### src/rtl/ps2_host_tx.sv
// PS/2 host-to-device transmitter with a Wishbone CSR/DATA slave.
// Drives the shared clock/data lines open-drain (pull-low enables only) and raises one IRQ per completed frame.
module ps2_host_tx #(
    parameter int unsigned INHIBIT_CYC = 6000,
    parameter int unsigned REQ_CYC     = 16,
    parameter int unsigned TIMEOUT_CYC = 750000,
    parameter int unsigned FILT        = 8
) (
    input  logic        wb_clk_i,
    input  logic        wb_rst_n_i,
    input  logic [15:0] wb_adr_i,
    input  logic [15:0] wb_dat_i,
    output logic [15:0] wb_dat_o,
    input  logic        wb_cyc_i,
    input  logic        wb_we_i,
    input  logic        wb_stb_i,
    input  logic [1:0]  wb_sel_i,
    output logic        wb_ack_o,
    output logic        irq,
    input  logic        iack,
    input  logic        ps2_clk,
    input  logic        ps2_data,
    output logic        ps2_clk_oe,
    output logic        ps2_data_oe,
    output logic        busy
);

    localparam int unsigned FCW = $clog2(FILT + 1);
    localparam logic [FCW-1:0] FILT_LAST = FCW'(FILT - 1);
    localparam logic [19:0] INH_LAST = 20'(INHIBIT_CYC - 1);
    localparam logic [19:0] REQ_LAST = 20'(REQ_CYC - 1);
    localparam logic [19:0] TO_LAST  = 20'(TIMEOUT_CYC - 1);

    typedef enum logic [2:0] {
        S_IDLE,
        S_INHIBIT,
        S_REQ,
        S_SEND,
        S_ACK,
        S_WAITIDLE
    } state_t;

    state_t      state, state_nxt;
    logic [19:0] tmr, tmr_nxt;
    logic [3:0]  bitcnt, bitcnt_nxt;
    logic        drv, drv_nxt;
    logic        edge_clr, frame_done, frame_to, ack_take;

    logic [1:0]     sync1, sync2, filt;
    logic [FCW-1:0] fcnt [2];
    logic           clk_f, data_f, clk_prev, clk_fall;

    logic       ready, ie, err, nak, ready_d, ie_d, irq_pend, irq_set;
    logic [7:0] tx_byte;
    logic       acc, wr_csr, wr_data, start;
    logic [15:0] csr_rd;

    logic unused_inputs;
    assign unused_inputs = ^{wb_adr_i[15:2], wb_adr_i[0], wb_dat_i[15:8], wb_sel_i[1]};

    // Line conditioning: 2-FF synchroniser, then a level is accepted only after FILT differing samples.
    always_ff @(posedge wb_clk_i or negedge wb_rst_n_i) begin
        if (!wb_rst_n_i) begin
            sync1 <= '1;
            sync2 <= '1;
            filt  <= '1;
            for (int unsigned i = 0; i < 2; i++) fcnt[i] <= '0;
        end else begin
            sync1 <= {ps2_data, ps2_clk};
            sync2 <= sync1;
            for (int unsigned i = 0; i < 2; i++) begin
                if (sync2[i] == filt[i]) begin
                    fcnt[i] <= '0;
                end else if (fcnt[i] == FILT_LAST) begin
                    filt[i] <= sync2[i];
                    fcnt[i] <= '0;
                end else begin
                    fcnt[i] <= fcnt[i] + 1'b1;
                end
            end
        end
    end

    assign clk_f  = filt[0];
    assign data_f = filt[1];

    // Cleared on INHIBIT entry so a fall is only recognised after the device has shown clk high.
    always_ff @(posedge wb_clk_i or negedge wb_rst_n_i) begin
        if (!wb_rst_n_i) clk_prev <= 1'b1;
        else             clk_prev <= edge_clr ? 1'b0 : clk_f;
    end

    assign clk_fall = clk_prev & ~clk_f;

    always_ff @(posedge wb_clk_i or negedge wb_rst_n_i) begin
        if (!wb_rst_n_i) begin
            state  <= S_IDLE;
            tmr    <= '0;
            bitcnt <= '0;
            drv    <= 1'b0;
        end else begin
            state  <= state_nxt;
            tmr    <= tmr_nxt;
            bitcnt <= bitcnt_nxt;
            drv    <= drv_nxt;
        end
    end

    always_comb begin
        state_nxt  = state;
        tmr_nxt    = tmr + 20'd1;
        bitcnt_nxt = bitcnt;
        drv_nxt    = drv;
        edge_clr   = 1'b0;
        frame_done = 1'b0;
        frame_to   = 1'b0;
        ack_take   = 1'b0;
        unique case (state)
            S_IDLE: begin
                tmr_nxt = '0;
                if (start) begin
                    state_nxt = S_INHIBIT;
                    edge_clr  = 1'b1;
                end
            end
            S_INHIBIT: begin
                if (tmr == INH_LAST) begin
                    state_nxt = S_REQ;
                    tmr_nxt   = '0;
                end
            end
            S_REQ: begin
                if (tmr == REQ_LAST) begin
                    state_nxt  = S_SEND;
                    tmr_nxt    = '0;
                    bitcnt_nxt = '0;
                    drv_nxt    = 1'b1;
                end
            end
            S_SEND: begin
                if (clk_fall) begin
                    bitcnt_nxt = bitcnt + 4'd1;
                    if (bitcnt < 4'd8) begin
                        drv_nxt = ~tx_byte[bitcnt[2:0]];
                    end else if (bitcnt == 4'd8) begin
                        // odd parity bit is ~^byte; pull low when it is 0
                        drv_nxt = ^tx_byte;
                    end else begin
                        drv_nxt   = 1'b0;
                        state_nxt = S_ACK;
                    end
                end
            end
            S_ACK: begin
                if (clk_fall) begin
                    ack_take  = 1'b1;
                    state_nxt = S_WAITIDLE;
                end
            end
            S_WAITIDLE: begin
                tmr_nxt = '0;
                if (clk_f && data_f) begin
                    state_nxt  = S_IDLE;
                    frame_done = 1'b1;
                end
            end
            default: state_nxt = S_IDLE;
        endcase
        if ((state == S_SEND || state == S_ACK) && tmr == TO_LAST) begin
            state_nxt = S_IDLE;
            drv_nxt   = 1'b0;
            frame_to  = 1'b1;
            ack_take  = 1'b0;
        end
    end

    assign busy        = (state != S_IDLE);
    assign ps2_clk_oe  = (state == S_INHIBIT) || (state == S_REQ);
    assign ps2_data_oe = (state == S_REQ) || ((state == S_SEND || state == S_ACK) && drv);

    assign acc     = wb_cyc_i & wb_stb_i & ~wb_ack_o;
    assign wr_csr  = acc & wb_we_i & ~wb_adr_i[1] & wb_sel_i[0];
    assign wr_data = acc & wb_we_i &  wb_adr_i[1] & wb_sel_i[0];
    assign start   = wr_data & ready;
    assign csr_rd  = {err, nak, 6'b0, ready, ie, 6'b0};

    assign irq_set = (ready & ~ready_d & ie) | (ie & ~ie_d & ready);
    assign irq     = irq_pend;

    always_ff @(posedge wb_clk_i or negedge wb_rst_n_i) begin
        if (!wb_rst_n_i) begin
            wb_ack_o <= 1'b0;
            wb_dat_o <= '0;
            ie       <= 1'b0;
            ready    <= 1'b1;
            err      <= 1'b0;
            nak      <= 1'b0;
            tx_byte  <= '0;
            ready_d  <= 1'b1;
            ie_d     <= 1'b0;
            irq_pend <= 1'b0;
        end else begin
            wb_ack_o <= acc;
            ready_d  <= ready;
            ie_d     <= ie;
            if (acc && !wb_we_i) wb_dat_o <= wb_adr_i[1] ? {8'h00, tx_byte} : csr_rd;
            if (wr_csr) ie <= wb_dat_i[6];
            if (start) begin
                tx_byte <= wb_dat_i[7:0];
                err     <= 1'b0;
                nak     <= 1'b0;
                ready   <= 1'b0;
            end
            if (ack_take)   nak   <= data_f;
            if (frame_done) ready <= 1'b1;
            if (frame_to) begin
                err   <= 1'b1;
                ready <= 1'b1;
            end
            // a new event outranks a simultaneous iack
            if (irq_set)          irq_pend <= 1'b1;
            else if (iack || !ie) irq_pend <= 1'b0;
        end
    end

endmodule

### config.mk
export PLATFORM = sky130hd
export DESIGN_NAME = ps2_host_tx
export DESIGN_NICKNAME = d
export VERILOG_FILES = /design/src/rtl/ps2_host_tx.sv
export SDC_FILE = /design/constraint.sdc
export NUM_CORES = 1
export LEC_CHECK = 0
export BUFFER_PORTS_ARGS = -buffer_cell sky130_fd_sc_hd__buf_2
export CAP_MARGIN = 20
export CORE_UTILIZATION = 59
export CTS_CLUSTER_SIZE = 12
export DETAILED_ROUTE_END_ITERATION = 10
export GPL_ROUTABILITY_DRIVEN = 0
export GPL_TIMING_DRIVEN = 0
export PLACE_DENSITY = 0.94
export SYNTH_ARGS = -nofsm -noshare
export SYNTH_HDL_FRONTEND = slang
export SYNTH_SLANG_ARGS = --single-unit
export TNS_END_PERCENT = 50
### constraint.sdc
create_clock -name wb_clk_i -period 7 [get_ports wb_clk_i]
set_clock_uncertainty 0.15 [all_clocks]
set_input_delay 0.35 -clock wb_clk_i [delete_from_list [all_inputs] [get_ports wb_clk_i]]
set_output_delay 0.35 -clock wb_clk_i [all_outputs]
set_load 0.1 [all_outputs]
# == Word level (Yosys, flattened, before mapping) ==
# Index checks and enable logic that the tools add are counted.
# totals
ff_bits,75
inputBits,42
output_inout_bits,21
# op_classes
n_addsub,4
n_lt_le_gt_ge,2
eq_ne,23
n_mux,45
n_bitwise,22
reduce_logical,25
# ops
cell,n
20-bit one-hot mux with 3 select lines,1
20-bit two-way mux,2
3-bit two-way mux,9
4-bit two-way mux,6
1-bit two-way mux,22
20-bit by 1-bit adder with 20-bit output (second input constant),1
20-bit by 13-bit equality test with 1-bit output (second input constant),1
20-bit equality test (second input constant),1
20-bit by 4-bit equality test with 1-bit output (second input constant),1
3-bit one-hot mux with 6 select lines,1
16-bit two-way mux,1
1-bit AND,13
4-bit by 1-bit adder with 4-bit output (second input constant),3
3-bit by 2-bit != test with 1-bit output (second input constant),4
3-bit != test (second input constant),4
3-bit nonzero test,3
4-bit by 3-bit equality test with 1-bit output (second input constant),2
1-bit NOT,8
4-bit one-hot mux with 2 select lines,1
8-bit AND reduction,1
2-bit nonzero test,4
8-bit XOR reduction,1
3-bit by 2-bit equality test with 1-bit output (second input constant),2
3-bit equality test (second input constant),2
16 further kinds,27

# == Depth between registers and ports, before layout ==
# logic_depth
word_depth,9
ltp_mapped,8

# == Worst setup path after synthesis ==
# OpenSTA, ideal clock, no wires.
# synth_timing
path_type,flip-flop to flip-flop
start,register wb_ack_o
end,register state[0]
t_arrival_ns,2.492
required_ns,6.770
setup_slack_ns,4.278
stages_incl_launch_ff,8
n_path_buf,1
synth_period_minus_slack_ns,2.722
cell_sequence,dfrtp_1 > and3b_1 > and4_1 > clkbuf_1 > o2bb2ai_1 > a311o_1 > mux2_4 > o211ai_2
# synth_between
elab_chain_len,8
# synth_rtl
element,line_no,text
from (decl),18,"output logic wb_ack_o,"
from (signal assigned),192,wb_ack_o <= 1'b0;
from (signal assigned),203,wb_ack_o <= acc;
1-bit NOT,181,assign acc = wb_cyc_i & wb_stb_i & ~wb_ack_o;
1-bit AND,181,
via acc,55,"logic acc, wr_csr, wr_data, start;"
1-bit AND (3 in a row),183,assign wr_data = acc & wb_we_i & wb_adr_i[1] & wb_sel_i[0];
1-bit AND,184,assign start = wr_data & ready;
3-bit != test (no line),n/a,
8-bit AND reduction (no line),n/a,
to (signal assigned),102,state <= state_nxt;
to (decl),43,"state_t state, state_nxt;"
# The timed path passes the listed nets, and every way through them passes these cells.
# A chain may end at the register's enable or synchronous reset.

# == Worst setup path after layout ==
# layout_timing
start,register tmr[6]
end,register tmr[18]
# layout_between
elab_chain_len,3
# layout_rtl
element,line_no,text
from (decl),44,"logic [19:0] tmr, tmr_nxt;"
from (signal assigned),103,tmr <= tmr_nxt;
"20-bit by 1-bit adder with 20-bit output, or another cell as far along",111,tmr_nxt = tmr + 20'd1;
20-bit two-way mux (on tied branches),"133, 127",
20-bit one-hot mux with 3 select lines *,118,unique case (state)
via tmr_nxt[18],44,
# The timed path passes the listed nets; every way through them passes the cells marked *.

==> results.py <==
metrics = {
    "yosys": {
        "synth-seq-area-share_pct": 52.0,
        "synth_edf_count": 0,
        "synth_cells": 330,
        "synth_area_um2": 3340,
        "yosys-top-cells-area": "dfrtp_1 45%, dfstp_2 7.1%, xnor2_1 4.7%",
        "ys_seq_elements": 69,
        "ys.flop_type": "dfrtp_1",
        "synth_cell_types": 48,
        "yosysTopAreaCellShare_pct": 44.9,
        "synthArstFlopShare_pct": 100,
        "yosysTopAreaCell": "dfrtp_1",
        "syn_avg_cell_area_um2": 10.1,
        "yosysWarnings": 0,
    },
    "floorplan": {
        "die_w_um": 77.3,
        "fp.dieArea_um2": 5970,
        "core-area_um2": 5470,
        "die_height_um": 77.3,
        "io_pins": 63,
        "initial_utilization_pct": 61.1,
        "rows": 27,
    },
    "clocking": {
        "cts_buffers": 9,
        "cts_buffer_depth": 2,
        "h-tree-depth": 3,
        "root_buffer": "clkbuf_8",
        "clock_latency_ps": 340,
        "cts_tree": "done",
        "clkTransAtPathRegs_ps": 70,
        "cts.sinks": 69,
        "postCtsSetupRepairBufs": 0,
    },
    "final_layout": {
        "finalNonFillerCells": 458,
        "final_layout_size_suffix_gt1_share_pct": 21.5,
        "area_delta_synth_final_pct": 14.7,
        "antenna_cells": 0,
        "nets": 428,
    },
    "power_and_ir_drop": {
        "power_density_nw_per_um2": 224,
        "peakVddDrop_mv": 0.134,
        "leakagePower_nw": 1.78,
    },
    "place": {
        "numPortBuffers": 32,
        "dpl.hpwl_um": 4410,
        "placedCellCount": 439,
    },
    "worst_setup_path": {
        "critical_path.top_delay_family": "simple AND/OR/NAND/NOR gates",
        "critical_path_buf_inv_count": 1,
        "crit_chain": "or3_1 -> or4_4 -> or3_1 -> a221oi_1 -> buf_2 -> a21oi_1",
        "worst_path_most_repeated_cell": "or3_1",
        "start_kind": "flip-flop",
        "slowest_stage": "dfrtp_1",
        "critPathKind": "reg2reg",
        "end_kind": "flip-flop",
        "crit_path_max_fanout": 10,
        "required_ps": 7060,
        "arrival_ps": 2690,
        "cpPeakStageDelay_ps": 430,
    },
    "job": {
        "cap_viol_max_count": 0,
    },
    "drt": {
        "detail_route.first_pass.iterations": 4,
        "vias": 2527,
        "routedWlPerCell_um": 13.5,
        "drc": 0,
        "route.met2.wl_um": 3140,
        "highest_layer": "met4",
        "via_per_inst": 5.52,
        "drtIter0Drc": 152,
        "wl_met3_um": 285,
        "drt-met1-wl_um": 2660,
        "ant_nets": 0,
        "wl_um": 6180,
    },
    "timing": {
        "rsz0062_at_grt": "no",
        "setup_viol": 0,
        "fmax_ghz": 0.381,
        "tightest_slew_ps": 825,
        "setup_tns_ps": 0,
        "slew-limit-headroom_pct": 45.0,
        "hold_violations": 0,
        "slew_viol_final": 0,
        "min_period_ps": 2620,
        "fin_crit_sh_pct": 37.5,
    },
    "min_path": {
        "worstHoldPathType": "in2reg",
    },
    "grt": {
        "antenna_found_initial": 0,
        "grt.total_usage_pct": 23.7,
        "grt_max_degree": 70,
        "grt_pass1_vias": 2481,
        "grt_pass1_wl_um": 11000,
        "gr-total-overflow": 0,
    },
    "status": {
        "status": "finished clean",
    },
}
[synth_stat cells (5+ instances only)]
cell / n
xor2_1: 10
a21oi_1: 9
clkbuf_1: 9
nand2b_1: 6
nand4_1: 6
ha_1: 5
buf_4: 6
dfrtp_1: 60
nand3_1: 14
nor2_1: 35
nor2b_1: 7
and3_1: 8
o21ai_0: 18
or3_1: 5
mux2_2: 11
nand2_1: 40
xnor2_1: 18
inv_1: 8
dfstp_2: 9
nor3_1: 10
[routing by layer]
layer / vias up / global-route usage, %
li1: 1230 / -
met5: - / 0
met4: 0 / 10.0
met1: 1215 / 29.4
met2: 73 / 40.4
met3: 9 / 4.40
[logic make-up (layout without fill, tap and decap cells)]
family / Yosys count / in the layout / synth area share [%]
AND/OR/NAND/NOR: 142 / 142 / 20.7
multiplexers: 17 / 17 / 6.40
other: 1 / 6 / 0.112
AO/OA/AOI/OAI: 43 / 43 / 8.12
adder cells (fa/ha/maj): 5 / 5 / 1.87
buffers and inverters: 25 / 76 / 3.55
XOR/XNOR: 28 / 28 / 7.33
flip-flops: 69 / 69 / 52.0
[through the flow]
stage	power, mW	hold WS [ps]	area (um2)	worst slack, ps	util (%)
finish	0.859	86.9	3830	4380	70.1
global route	0.902	73.3	3830	4180	70.1
CTS	0.868	74.9	3830	4380	70.1
detailed placement	0.569	197	3620	4380	66.1
global placement	0.564	197	3610	4460	66.0
floorplan	0.539	-95.6	3360	4280	-
[cell type report]
cell class,count,area [um2]
buffer,17,88.8
sequential,69,1740
inverter,8,30.0
tap,72,90.1
timing repair buffer,35,193
fill,391,1640
clock inverter,3,20.0
clock buffer,13,169
multi-input combinational,241,1510
[layout by cell type (no fill, tap or decap), types with 3 or more instances in the layout]
cell type      synthesis  final
xor2_1                10     10
buf_4                  6      7
dfstp_2                9      9
conb_1                 1      6
nand2_1               40     40
nand4_1                6      6
nand3_1               14     14
buf_2                  2     33
and3_1                 8      8
dlygate4sd3_1          0      3
inv_1                  8      8
mux2i_1                3      3
clkbuf_1               9     10
a21oi_1                9      9
ha_1                   5      5
o21ai_0               18     18
mux2_2                11     11
clkbuf_8               0     12
nor2b_1                7      7
nand2b_1               6      6
dfrtp_1               60     60
or3_1                  5      5
xnor2_1               18     18
nor2_1                35     35
nor4_1                 3      3
nor3_1                10     10
[where the power goes]
| group | switching (mW) | leakage (nW) | total [mW] | internal, mW |
|---|---|---|---|---|
| clock | 0.139 | 0.0917 | 0.296 | 0.157 |
| combinational | 0.0718 | 0.791 | 0.109 | 0.0369 |
| sequential | 0.0215 | 0.896 | 0.454 | 0.433 |
| total | 0.232 | 1.78 | 0.859 | 0.626 |
[what timing repair did]
action	4_1_cts	5_1_grt
resized for setup	0	0
hold buffers	3	0
endpoints found under the hold margin	56	0
endpoints found under the setup margin	0	0
[worst reg2reg max path: cells and delay by family (launching register included)]
family | cells | cell delay, ps
compound gates | 2 | 440
flops | 1 | 430
simple gates | 3 | 1180
buf+inv | 1 | 300
[path summary, 6_finish.rpt]
path,from,endpoint,slack [ps],cells past startpoint
setup / recovery,tmr[6]$_DFF_PN0_,tmr[18]$_DFF_PN0_,4380,6
hold / removal,wb_dat_i[4],tx_byte[4]$_DFFE_PN0P_,90,2
setup reg to reg,tmr[6]$_DFF_PN0_,tmr[18]$_DFF_PN0_,4380,6
hold reg to reg,sync1[1]$_DFF_PN1_,sync2[1]$_DFF_PN1_,210,0
max in group asynchronous,wb_rst_n_i,tmr[12]$_DFF_PN0_,5660,2
min in group asynchronous,wb_rst_n_i,wb_ack_o$_DFF_PN0_,500,2
[registers in the layout, indices dropped and copies added (netlist names)]
register,cells
ie,1
wb_dat_o,10
wb_ack_o,1
ready,1
tx_byte,8
tmr,20
irq,1
state,3
clk_prev,1
ie_d,1
nak,1
drv,1
bitcnt,4
err,1
sync2,2
fcnt,8
filt,2
ready_d,1
sync1,2
Note: power is estimated with default switching activity, not from simulation.
